File: src/rtl/id_ex_stage_if.sv
// ID-to-EX bundle: decoded fields from ID in, registered ALU-side fields out.
// master = ID/controller side, slave = the id_ex_stage register.
interface id_ex_stage_if #(
  parameter int W  = 32,
  parameter int RW = 5
);
  logic          id_valid;
  logic [1:0]    id_alu_op;
  logic [5:0]    id_funct;
  logic [4:0]    id_shamt;
  logic [W-1:0]  id_rs_data;
  logic [W-1:0]  id_rt_data;
  logic [W-1:0]  id_imm;
  logic [RW-1:0] id_rs;
  logic [RW-1:0] id_rt;
  logic [RW-1:0] id_rd;
  logic          id_reg_dst;
  logic          id_alu_src;
  logic          id_reg_write;
  logic          id_mem_to_reg;
  logic          id_mem_read;
  logic          id_mem_write;

  logic [2:0]    ex_ctl;
  logic [W-1:0]  ex_a;
  logic [W-1:0]  ex_b;
  logic [4:0]    ex_shamt;
  logic [W-1:0]  ex_store_data;
  logic [RW-1:0] ex_dest;
  logic          ex_reg_write;
  logic          ex_mem_to_reg;
  logic          ex_mem_read;
  logic          ex_mem_write;
  logic          ex_valid;
  logic          ex_illegal;
  logic          hazard_stall;

  modport master (
    output id_valid, id_alu_op, id_funct, id_shamt,
    output id_rs_data, id_rt_data, id_imm,
    output id_rs, id_rt, id_rd,
    output id_reg_dst, id_alu_src, id_reg_write,
    output id_mem_to_reg, id_mem_read, id_mem_write,
    input  ex_ctl, ex_a, ex_b, ex_shamt, ex_store_data,
    input  ex_dest, ex_reg_write, ex_mem_to_reg,
    input  ex_mem_read, ex_mem_write, ex_valid,
    input  ex_illegal, hazard_stall
  );

  modport slave (
    input  id_valid, id_alu_op, id_funct, id_shamt,
    input  id_rs_data, id_rt_data, id_imm,
    input  id_rs, id_rt, id_rd,
    input  id_reg_dst, id_alu_src, id_reg_write,
    input  id_mem_to_reg, id_mem_read, id_mem_write,
    output ex_ctl, ex_a, ex_b, ex_shamt, ex_store_data,
    output ex_dest, ex_reg_write, ex_mem_to_reg,
    output ex_mem_read, ex_mem_write, ex_valid,
    output ex_illegal, hazard_stall
  );
endinterface

File: src/rtl/id_ex_stage.sv
// ID/EX register: ALU ctl decode, EX/MEM + MEM/WB forwarding, load-use detect.
// Ports: clk, rst (sync, high), stall, flush, io (slave), exmem_*, memwb_*.
// Macro ID_EX_FORWARD_EN: forwarding muxes; otherwise stall on any RAW.
module id_ex_stage #(
  parameter int W  = 32,
  parameter int RW = 5
) (
  input  logic          clk,
  input  logic          rst,
  input  logic          stall,
  input  logic          flush,
  id_ex_stage_if.slave  io,
  input  logic          exmem_reg_write,
  input  logic [RW-1:0] exmem_rd,
  input  logic [W-1:0]  exmem_result,
  input  logic          memwb_reg_write,
  input  logic [RW-1:0] memwb_rd,
  input  logic [W-1:0]  memwb_result
);

  typedef struct packed {
    logic          valid;
    logic [2:0]    ctl;
    logic          illegal;
    logic          alu_src;
    logic          reg_write;
    logic          mem_to_reg;
    logic          mem_read;
    logic          mem_write;
    logic [4:0]    shamt;
    logic [RW-1:0] rs;
    logic [RW-1:0] rt;
    logic [RW-1:0] dest;
    logic [W-1:0]  rs_data;
    logic [W-1:0]  rt_data;
    logic [W-1:0]  imm;
  } id_ex_t;

  id_ex_t     r;
  id_ex_t     d;
  logic [2:0] ctl_d;
  logic       ill_d;

  always_comb begin
    ctl_d = 3'b010;
    ill_d = 1'b0;
    unique case (io.id_alu_op)
      2'b00: ctl_d = 3'b010;
      2'b01: ctl_d = 3'b110;
      2'b10: begin
        unique case (io.id_funct)
          6'b100000: ctl_d = 3'b010;
          6'b100010: ctl_d = 3'b110;
          6'b100100: ctl_d = 3'b000;
          6'b100101: ctl_d = 3'b001;
          6'b101010: ctl_d = 3'b111;
          6'b000000: ctl_d = 3'b011;
          default:   ill_d = 1'b1;
        endcase
      end
      default: ill_d = 1'b1;
    endcase
  end

  // A bubble (id_valid=0) carries no controls; illegal ops never write.
  always_comb begin
    d            = '0;
    d.valid      = io.id_valid;
    d.ctl        = io.id_valid ? ctl_d : 3'b000;
    d.illegal    = io.id_valid & ill_d;
    d.alu_src    = io.id_valid & io.id_alu_src;
    d.reg_write  = io.id_valid & io.id_reg_write & ~ill_d;
    d.mem_to_reg = io.id_valid & io.id_mem_to_reg;
    d.mem_read   = io.id_valid & io.id_mem_read;
    d.mem_write  = io.id_valid & io.id_mem_write & ~ill_d;
    d.shamt      = io.id_shamt;
    d.rs         = io.id_rs;
    d.rt         = io.id_rt;
    d.dest       = io.id_reg_dst ? io.id_rd : io.id_rt;
    d.rs_data    = io.id_rs_data;
    d.rt_data    = io.id_rt_data;
    d.imm        = io.id_imm;
  end

  always_ff @(posedge clk) begin
    if (rst)
      r <= '0;
    else if (flush)
      r <= '0;
    else if (!stall)
      r <= d;
  end

  logic [W-1:0] fwd_a;
  logic [W-1:0] fwd_b;
  logic         hz_src;

`ifdef ID_EX_FORWARD_EN
  // Later assignment wins: EX/MEM overrides MEM/WB.
  always_comb begin
    fwd_a = r.rs_data;
    if (memwb_reg_write && memwb_rd == r.rs && r.rs != '0)
      fwd_a = memwb_result;
    if (exmem_reg_write && exmem_rd == r.rs && r.rs != '0)
      fwd_a = exmem_result;
  end

  always_comb begin
    fwd_b = r.rt_data;
    if (memwb_reg_write && memwb_rd == r.rt && r.rt != '0)
      fwd_b = memwb_result;
    if (exmem_reg_write && exmem_rd == r.rt && r.rt != '0)
      fwd_b = exmem_result;
  end

  assign hz_src = r.mem_read;
`else
  // No bypass paths, so any producer in EX must stall its consumer.
  assign fwd_a  = r.rs_data;
  assign fwd_b  = r.rt_data;
  assign hz_src = r.mem_read | r.reg_write;

  logic unused_fwd;
  assign unused_fwd = ^{exmem_reg_write, exmem_rd, exmem_result,
                        memwb_reg_write, memwb_rd, memwb_result};
`endif

  assign io.ex_ctl        = r.ctl;
  assign io.ex_a          = fwd_a;
  assign io.ex_b          = r.alu_src ? r.imm : fwd_b;
  assign io.ex_shamt      = r.shamt;
  assign io.ex_store_data = fwd_b;
  assign io.ex_dest       = r.dest;
  assign io.ex_reg_write  = r.reg_write;
  assign io.ex_mem_to_reg = r.mem_to_reg;
  assign io.ex_mem_read   = r.mem_read;
  assign io.ex_mem_write  = r.mem_write;
  assign io.ex_valid      = r.valid;
  assign io.ex_illegal    = r.illegal;

  assign io.hazard_stall = r.valid & hz_src & (r.dest != '0) &
                           (r.dest == io.id_rs | r.dest == io.id_rt);

endmodule

File: src/flat_wrapper.sv
// flat-port wrapper written by rule: the top's interface ports become plain ports
module id_ex_stage_flat 
#(
  parameter int W  = 32,
  parameter int RW = 5
)
  (clk, rst, stall, flush, exmem_reg_write, exmem_rd, exmem_result, memwb_reg_write, memwb_rd, memwb_result, io_id_valid, io_id_alu_op, io_id_funct, io_id_shamt, io_id_rs_data, io_id_rt_data, io_id_imm, io_id_rs, io_id_rt, io_id_rd, io_id_reg_dst, io_id_alu_src, io_id_reg_write, io_id_mem_to_reg, io_id_mem_read, io_id_mem_write, io_ex_ctl, io_ex_a, io_ex_b, io_ex_shamt, io_ex_store_data, io_ex_dest, io_ex_reg_write, io_ex_mem_to_reg, io_ex_mem_read, io_ex_mem_write, io_ex_valid, io_ex_illegal, io_hazard_stall);
  id_ex_stage_if #(.W(W), .RW(RW)) io_i ();
  input  logic clk;
  input  logic rst;
  input  logic stall;
  input  logic flush;
  input  logic exmem_reg_write;
  input  logic [RW-1:0] exmem_rd;
  input  logic [W-1:0] exmem_result;
  input  logic memwb_reg_write;
  input  logic [RW-1:0] memwb_rd;
  input  logic [W-1:0] memwb_result;
  input wire logic [$bits(io_i.id_valid)-1:0] io_id_valid;
  input wire logic [$bits(io_i.id_alu_op)-1:0] io_id_alu_op;
  input wire logic [$bits(io_i.id_funct)-1:0] io_id_funct;
  input wire logic [$bits(io_i.id_shamt)-1:0] io_id_shamt;
  input wire logic [$bits(io_i.id_rs_data)-1:0] io_id_rs_data;
  input wire logic [$bits(io_i.id_rt_data)-1:0] io_id_rt_data;
  input wire logic [$bits(io_i.id_imm)-1:0] io_id_imm;
  input wire logic [$bits(io_i.id_rs)-1:0] io_id_rs;
  input wire logic [$bits(io_i.id_rt)-1:0] io_id_rt;
  input wire logic [$bits(io_i.id_rd)-1:0] io_id_rd;
  input wire logic [$bits(io_i.id_reg_dst)-1:0] io_id_reg_dst;
  input wire logic [$bits(io_i.id_alu_src)-1:0] io_id_alu_src;
  input wire logic [$bits(io_i.id_reg_write)-1:0] io_id_reg_write;
  input wire logic [$bits(io_i.id_mem_to_reg)-1:0] io_id_mem_to_reg;
  input wire logic [$bits(io_i.id_mem_read)-1:0] io_id_mem_read;
  input wire logic [$bits(io_i.id_mem_write)-1:0] io_id_mem_write;
  output wire logic [$bits(io_i.ex_ctl)-1:0] io_ex_ctl;
  output wire logic [$bits(io_i.ex_a)-1:0] io_ex_a;
  output wire logic [$bits(io_i.ex_b)-1:0] io_ex_b;
  output wire logic [$bits(io_i.ex_shamt)-1:0] io_ex_shamt;
  output wire logic [$bits(io_i.ex_store_data)-1:0] io_ex_store_data;
  output wire logic [$bits(io_i.ex_dest)-1:0] io_ex_dest;
  output wire logic [$bits(io_i.ex_reg_write)-1:0] io_ex_reg_write;
  output wire logic [$bits(io_i.ex_mem_to_reg)-1:0] io_ex_mem_to_reg;
  output wire logic [$bits(io_i.ex_mem_read)-1:0] io_ex_mem_read;
  output wire logic [$bits(io_i.ex_mem_write)-1:0] io_ex_mem_write;
  output wire logic [$bits(io_i.ex_valid)-1:0] io_ex_valid;
  output wire logic [$bits(io_i.ex_illegal)-1:0] io_ex_illegal;
  output wire logic [$bits(io_i.hazard_stall)-1:0] io_hazard_stall;
  assign io_i.id_valid = io_id_valid;
  assign io_i.id_alu_op = io_id_alu_op;
  assign io_i.id_funct = io_id_funct;
  assign io_i.id_shamt = io_id_shamt;
  assign io_i.id_rs_data = io_id_rs_data;
  assign io_i.id_rt_data = io_id_rt_data;
  assign io_i.id_imm = io_id_imm;
  assign io_i.id_rs = io_id_rs;
  assign io_i.id_rt = io_id_rt;
  assign io_i.id_rd = io_id_rd;
  assign io_i.id_reg_dst = io_id_reg_dst;
  assign io_i.id_alu_src = io_id_alu_src;
  assign io_i.id_reg_write = io_id_reg_write;
  assign io_i.id_mem_to_reg = io_id_mem_to_reg;
  assign io_i.id_mem_read = io_id_mem_read;
  assign io_i.id_mem_write = io_id_mem_write;
  assign io_ex_ctl = io_i.ex_ctl;
  assign io_ex_a = io_i.ex_a;
  assign io_ex_b = io_i.ex_b;
  assign io_ex_shamt = io_i.ex_shamt;
  assign io_ex_store_data = io_i.ex_store_data;
  assign io_ex_dest = io_i.ex_dest;
  assign io_ex_reg_write = io_i.ex_reg_write;
  assign io_ex_mem_to_reg = io_i.ex_mem_to_reg;
  assign io_ex_mem_read = io_i.ex_mem_read;
  assign io_ex_mem_write = io_i.ex_mem_write;
  assign io_ex_valid = io_i.ex_valid;
  assign io_ex_illegal = io_i.ex_illegal;
  assign io_hazard_stall = io_i.hazard_stall;
  id_ex_stage #(.W(W), .RW(RW)) u_core (.clk(clk), .rst(rst), .stall(stall), .flush(flush), .io(io_i), .exmem_reg_write(exmem_reg_write), .exmem_rd(exmem_rd), .exmem_result(exmem_result), .memwb_reg_write(memwb_reg_write), .memwb_rd(memwb_rd), .memwb_result(memwb_result));
endmodule
File: config.mk
export PLATFORM = sky130hd
export DESIGN_NAME = id_ex_stage_flat
export DESIGN_NICKNAME = d
export VERILOG_FILES = /design/src/rtl/id_ex_stage_if.sv /design/src/rtl/id_ex_stage.sv /design/src/flat_wrapper.sv
export SDC_FILE = /design/constraint.sdc
export NUM_CORES = 1
export LEC_CHECK = 0
export BUFFER_PORTS_ARGS = -buffer_cell sky130_fd_sc_hd__clkbuf_2
export CORE_AREA = 2 2 126 128
export CTS_BUF_LIST = sky130_fd_sc_hd__clkbuf_8
export DETAILED_ROUTE_END_ITERATION = 8
export DIE_AREA = 0 0 128 130
export PLACE_DENSITY_LB_ADDON = 0.2
export SLEW_MARGIN = 20
export SYNTH_ARGS = -nofsm -noshare
export SYNTH_HDL_FRONTEND = slang
export SYNTH_SLANG_ARGS = --single-unit
File: constraint.sdc
create_clock -name clk -period 1.15 [get_ports clk]
set_input_delay 0.1725 -clock clk [delete_from_list [all_inputs] [get_ports clk]]
set_output_delay 0.1725 -clock clk [all_outputs]
set_load 0.02 [all_outputs]
==> results_dict.tcl, run 1 <==
set metrics [dict create \
    status "finished, violations left" \
    violations "setup timing" \
    cts_sinks 116 \
    die_w_um 128 \
    cts_made_buffers 17 \
    rsz0062_at_grt "true" \
    power_density_nw_per_um2 1060 \
    drive_above_1_share_pct 48.0 \
    ys.flop_type "dfxtp_1" \
    end_kind "output pin" \
    layout_setup_ws_ps -688 \
    ys.warnings.count 0 \
    dieArea_um2 16600 \
    multi_input_area_um2 2460 \
    maxCapViolations 0 \
    place_inst 899 \
    syn-cell-area_um2 5360 \
    startpoint "u_core.io.ex_dest[0]$_SDFFE_PP0N_" \
    fin_cells 1048 \
    nFillCells 1250 \
    drt-vias-per-instance 4.57 \
    hold_class "in -> reg" \
    grt_pass1_wl_um 24200 \
    syn_avg_cell_area_um2 9.88 \
    period_share_pct 160 \
    via_count 4794 \
    antennaDiodeCount 0 \
    io_pins 327 \
    firstDrtPassIters 4 \
    htreeDepth 4 \
    critPathLaunchType "register" \
    die_height_um 130 \
    finalCriticalPeriod_ps 1840 \
    path_class "reg -> out" \
    regArea_um2 2410 \
    p_leak_nw 4.26 \
    grt_pass1_vias 5123 \
    place_hpwl_um 9960 \
    fin_nets 1057 \
    yosysSeqAreaShare_pct 43.4 \
    required_ps 980 \
    critPathArrivalTime_ps 1670 \
    slew_viol_final 0 \
    fin_skew_ps 0 \
    reg2reg_from "u_core.r[120]$_SDFFE_PP0N_" \
    tightest_slew_ps 410 \
    grt_max_degree 58 \
    grt.total_usage_pct 18.4 \
    synth_edf_count 0 \
    synthDistinctLibCells 33 \
    cts-root-buf "clkbuf_8" \
    ant_nets 0 \
    synthesis.nets 756 \
    min-delay-start "io_id_funct[5]" \
    r2r_cells 4 \
    synth_seq_cells 116 \
    top_register "u_core.r" \
    fmax_mhz 544 \
    drc_errors 0 \
    hold_violations 0 \
    setup_viol 38 \
    clk_latency_ps 440 \
    syn_inst 542 \
    fin_area_um2 8910 \
    place_congestion 0.812 \
    holdPathStages 3 \
    cts_tree "built" \
    rows 46 \
    largest_reg_flops 33 \
    drt_iter0_drc 123 \
    wire_per_inst_um 15.4 \
    cts.clk_slew.worst_paths_ps 60 \
    coreArea_um2 15400 \
    wl_um 16100 \
    max_slew_margin_pct 72.6 \
    grt-ovfl-total 0 \
    place_area_um2 6510 \
    cts.path.max_buffers 2 \
    grt_antenna_before_repair 0 \
    peakVddDrop_uv 633 \
    syn2layout_area_growth_pct 66.3 \
    async_reset_ff_share_pct 0 \
    start_util_pct 34.7 \
    port_buffers 250 \
    worstPathMaxFanout 4 \
    pre_cts_ws_ps -269 \
]
metrics by stage:
stage	util, %	setup TNS, ps	hold slack [ps]	power, mW
finish	57.7	-17760	56.9	9.43
global route	57.7	-19950	60.2	9.87
CTS	55.9	-19360	33.8	9.43
detailed placement	42.2	-5340	409	5.58
global placement	42.2	-5320	401	5.55
floorplan	-	-119	316	5.16
per-layer routing:
layer / vias to the layer above / share of wire [%] / GRT usage, %
met1: 2255 / 39 / 19.3
met2: 162 / 53 / 33.9
met4: 0 / 2.4 / 7.89
met5: - / 0 / 0
met3: 31 / 5.6 / 5.90
li1: 2346 / - / -
repair_timing:
item                                    in CTS  in global routing
endpoints found under the hold margin      106                  0
endpoints found under the setup margin      86                100
resized for setup                          177                169
pin swaps                                    2                  6
hold buffers                               106                  0
gates cloned                                 2                  0
setup buffers                                5                  4
cells by family (layout without fill, tap and decap cells):
| group | Yosys count | after routing | share of synthesized area [%] |
|---|---|---|---|
| muxes | 138 | 138 | 26.5 |
| AOI/OAI and AO/OA | 25 | 25 | 3.41 |
| and+or+nand+nor | 138 | 138 | 10.6 |
| buffers and inverters | 112 | 426 | 13.8 |
| DFF | 116 | 116 | 43.4 |
| adders and majority gates | 3 | 3 | 0.701 |
| xor gates and xnor gates | 10 | 10 | 1.64 |
synth_stat cells (2+ instances only):
library cell  instances  share of area (%)
nor2_1              119                8.3
inv_1                 2               0.14
clkbuf_1             10               0.70
a22oi_1               3               0.42
a32o_1                3               0.56
ha_1                  3               0.70
dfxtp_1             116                 43
xnor2_1               4               0.65
nor3_1                4               0.37
buf_4                77                 11
mux2i_1             106                 20
xor2_1                6               0.98
buf_2                22                2.1
nand2b_1              2               0.23
mux2_2               32                6.7
a21oi_1              13                1.2
nand3_1               4               0.37
report_power, final:
group	switching (mW)	internal [mW]
logic	0.766	1.01
registers	0.0950	4.15
clock network	1.64	1.77
total	2.50	6.92
critical path, stage by stage, from the launching register on:
cell      delay [ps]
dfxtp_2          340
buf_6            120
xor2_2           170
nor3_2           130
nand3_1          140
a21oi_2          180
clkbuf_8         160
placed cells by master (no fill, tap or decap), types with 3 or more instances in the layout:
cell type	Yosys	routed
a21oi_1	13	12
a22oi_1	3	3
a32o_1	3	3
buf_12	0	8
buf_2	22	7
buf_4	77	62
buf_6	0	23
buf_8	0	29
clkbuf_2	1	133
clkbuf_8	0	40
clkinv_2	0	6
clkinvlp_4	0	3
dfxtp_1	116	61
dfxtp_2	0	48
dfxtp_4	0	7
dlygate4sd3_1	0	106
ha_1	3	3
inv_1	2	5
mux2_4	0	32
mux2i_1	106	106
nand3_1	4	4
nor2_1	119	119
xnor2_1	4	4
xor2_1	6	5
final cells by class:
type	instances	share of cell area, %
repair buffers	392	38.6
multi-input cells	314	27.6
flip-flops and latches	116	27.0
clock buffers	19	2.94
well taps	192	2.70
clock inverters	13	1.05
inverters	2	0.0843
worst paths after layout:
check                                         to  slack (ps)
max                              io_hazard_stall        -690
min             u_core.io.ex_ctl[2]$_SDFFE_PP0N_          60
max reg2reg           u_core.r[120]$_SDFFE_PP0N_         210
min reg2reg  u_core.io.ex_mem_write$_SDFFE_PP0N_         480
(Power assumes the default switching activity.)
==> run 2, diff against run 1 <==
--- a/config.mk
+++ b/config.mk
@@ -8,6 +8,7 @@
 export BUFFER_PORTS_ARGS = -buffer_cell sky130_fd_sc_hd__clkbuf_2
 export CORE_AREA = 2 2 126 128
 export CTS_BUF_LIST = sky130_fd_sc_hd__clkbuf_8
+export CTS_CLUSTER_DIAMETER = 50
 export DETAILED_ROUTE_END_ITERATION = 8
 export DIE_AREA = 0 0 128 130
 export PLACE_DENSITY_LB_ADDON = 0.2
==> constraint.sdc (replaced) <==
create_clock -name clk -period 1.7 [get_ports clk]
set_input_delay 0 -clock clk [delete_from_list [all_inputs] [get_ports clk]]
set_output_delay 0 -clock clk [all_outputs]
set_load 0.02 [all_outputs]
==> results_dict.tcl, run 2 (synthesized netlist as in run 1, its figures left out) <==
set metrics [dict create \
    status "finished clean" \
    drt_iter0_drc 138 \
    cts_sinks 116 \
    critPathLaunchType "register" \
    required_ps 1700 \
    firstDrtPassIters 4 \
    largest_reg_flops 33 \
    p_switching_mw 1.71 \
    reg2reg_from "u_core.io.ex_store_data[19]$_SDFFE_PP0N_" \
    setup_viol 0 \
    finalCoreUtilization_pct 52.4 \
    die_w_um 128 \
    clk_latency_ps 440 \
    wl_um 14800 \
    worstPathMaxFanout 2 \
    pre_cts_ws_ps 410 \
    fin_nets 1059 \
    coreArea_um2 15400 \
    syn2layout_area_growth_pct 50.8 \
    p_int_mw 4.97 \
    drc_errors 0 \
    holdPathStages 4 \
    drive_above_1_share_pct 38.8 \
    p_clk_share_pct 41.1 \
    startpoint "u_core.io.ex_dest[1]$_SDFFE_PP0N_" \
    hold_violations 0 \
    dieArea_um2 16600 \
    start_util_pct 34.7 \
    power_density_nw_per_um2 827 \
    grt_antenna_before_repair 0 \
    period_share_pct 98.3 \
    switching_share_pct 25.6 \
    grt_pass1_vias 4741 \
    max_slew_margin_pct 72.8 \
    cts-root-buf "clkbuf_8" \
    fmax_mhz 598 \
    hold_class "in -> reg" \
    reg2reg_slack_ps 480 \
    final_common_cell "clkbuf_2" \
    cpPeakStageDelay_ps 530 \
    fin_cells 1050 \
    r2r_cells 3 \
    cts.path.max_buffers 2 \
    p_leak_nw 3.96 \
    crit_family "simple AND/OR/NAND/NOR gates" \
    reg2reg_to "u_core.io.ex_store_data[19]$_SDFFE_PP0N_" \
    tightest_slew_ps 409 \
    path_class "reg -> out" \
    final_cell_mix "248 x clkbuf_2, 134 x dlygate4sd3_1, 119 x nor2_1" \
    rows 46 \
    cts_made_buffers 17 \
    grt-ovfl-total 0 \
    io_pins 327 \
    finalCriticalPeriod_ps 1670 \
    place_inst 880 \
    ant_nets 0 \
    seq_power_share_pct 42.8 \
    peakVddDrop_uv 393 \
    place_hpwl_um 9410 \
    nFillCells 1381 \
    slew_viol_final 0 \
    top_register "u_core.r" \
    crit_slowest_cell "or4_4" \
    min_to "u_core.io.ex_ctl[0]$_SDFFE_PP0N_" \
    drt-vias-per-instance 4.51 \
    htreeDepth 4 \
    maxCapViolations 0 \
    via_count 4731 \
    port_buffers 250 \
    grt_max_degree 64 \
    place_congestion 0.794 \
    rsz0062_at_grt "true" \
    fin_skew_ps 0 \
    end_kind "output pin" \
    timing.critical_path.buf_inv 1 \
    cts.clk_slew.worst_paths_ps 70 \
    grt_pass1_wl_um 22700 \
    die_height_um 130 \
    crit_chain "or4_4 > o221ai_2 > a21oi_1 > buf_4" \
    grt.total_usage_pct 17.3 \
    wire_per_inst_um 14.1 \
    setup_tns_ps 0 \
    layout_setup_ws_ps 28.8 \
    cts_tree "built" \
    critPathArrivalTime_ps 1670 \
    antennaDiodeCount 0 \
    min-delay-start "io_id_funct[3]" \
    power_frac_comb_pct 16.1 \
]
-- run 2: worst max-delay path by stage --
| stage | to | slack, ps | cells past startpoint |
|---|---|---|---|
| finish | io_hazard_stall | 30 | 4 |
| CTS | io_hazard_stall | -40 | 4 |
| detailed placement | io_hazard_stall | 410 | 4 |
| floorplan | io_hazard_stall | 590 | 4 |
| global placement | io_hazard_stall | 430 | 4 |
| global route | io_hazard_stall | -40 | 4 |
-- run 2: power by group through the flow --
stage / sequential (mW) / combinational (mW) / clock [mW]
2_1_floorplan: 2.91 / 0.563 / 0
3_3_place_gp: 2.92 / 0.787 / 0
3_5_place_dp: 2.92 / 0.800 / 0
4_1_cts: 2.86 / 1.07 / 2.84
5_1_grt: 2.87 / 1.16 / 2.97
6_report: 2.86 / 1.08 / 2.75
-- run 2: layout make-up --
class	count	area (um^2)	share of cell area, %
repair buffers	394	2760	34.1
flip-flops and latches	116	2330	28.9
clock buffers	17	234	2.90
well taps	192	240	2.97
multi-input cells	314	2310	28.6
clock inverters	15	191	2.37
inverters	2	7.51	0.0930
-- run 2: layer usage --
metal	GRT usage [%]	wire length, um
met3	6.23	1140
met4	6.92	216
met1	19.2	6120
met5	0	0
met2	30.4	7290
-- run 2: worst reg2reg max path, delay by kind of cell, from the launching register on --
kind | cells | cell delay (ps)
buffers and inverters | 1 | 580
muxes | 1 | 150
and+or+nand+nor | 1 | 40
DFF | 1 | 330
-- run 2: timing repair --
item	4_1_cts	5_1_grt
endpoints found under the setup margin	1	3
gates resized for setup	7	4
endpoints found under the hold margin	115	0
pin swaps	2	1
hold buffers	135	0
cloned	0	1
buffers inserted	3	0
-- run 2: metrics by stage --
step           hold slack, ps  instance area, um^2  power [mW]
3_5_place_dp              238                 6230        3.72
4_1_cts                  16.2                 8050        6.77
6_report                 43.3                 8080        6.68
2_1_floorplan             144                 5360        3.47
5_1_grt                  47.0                 8080        7.00
3_3_place_gp              230                 6230        3.71
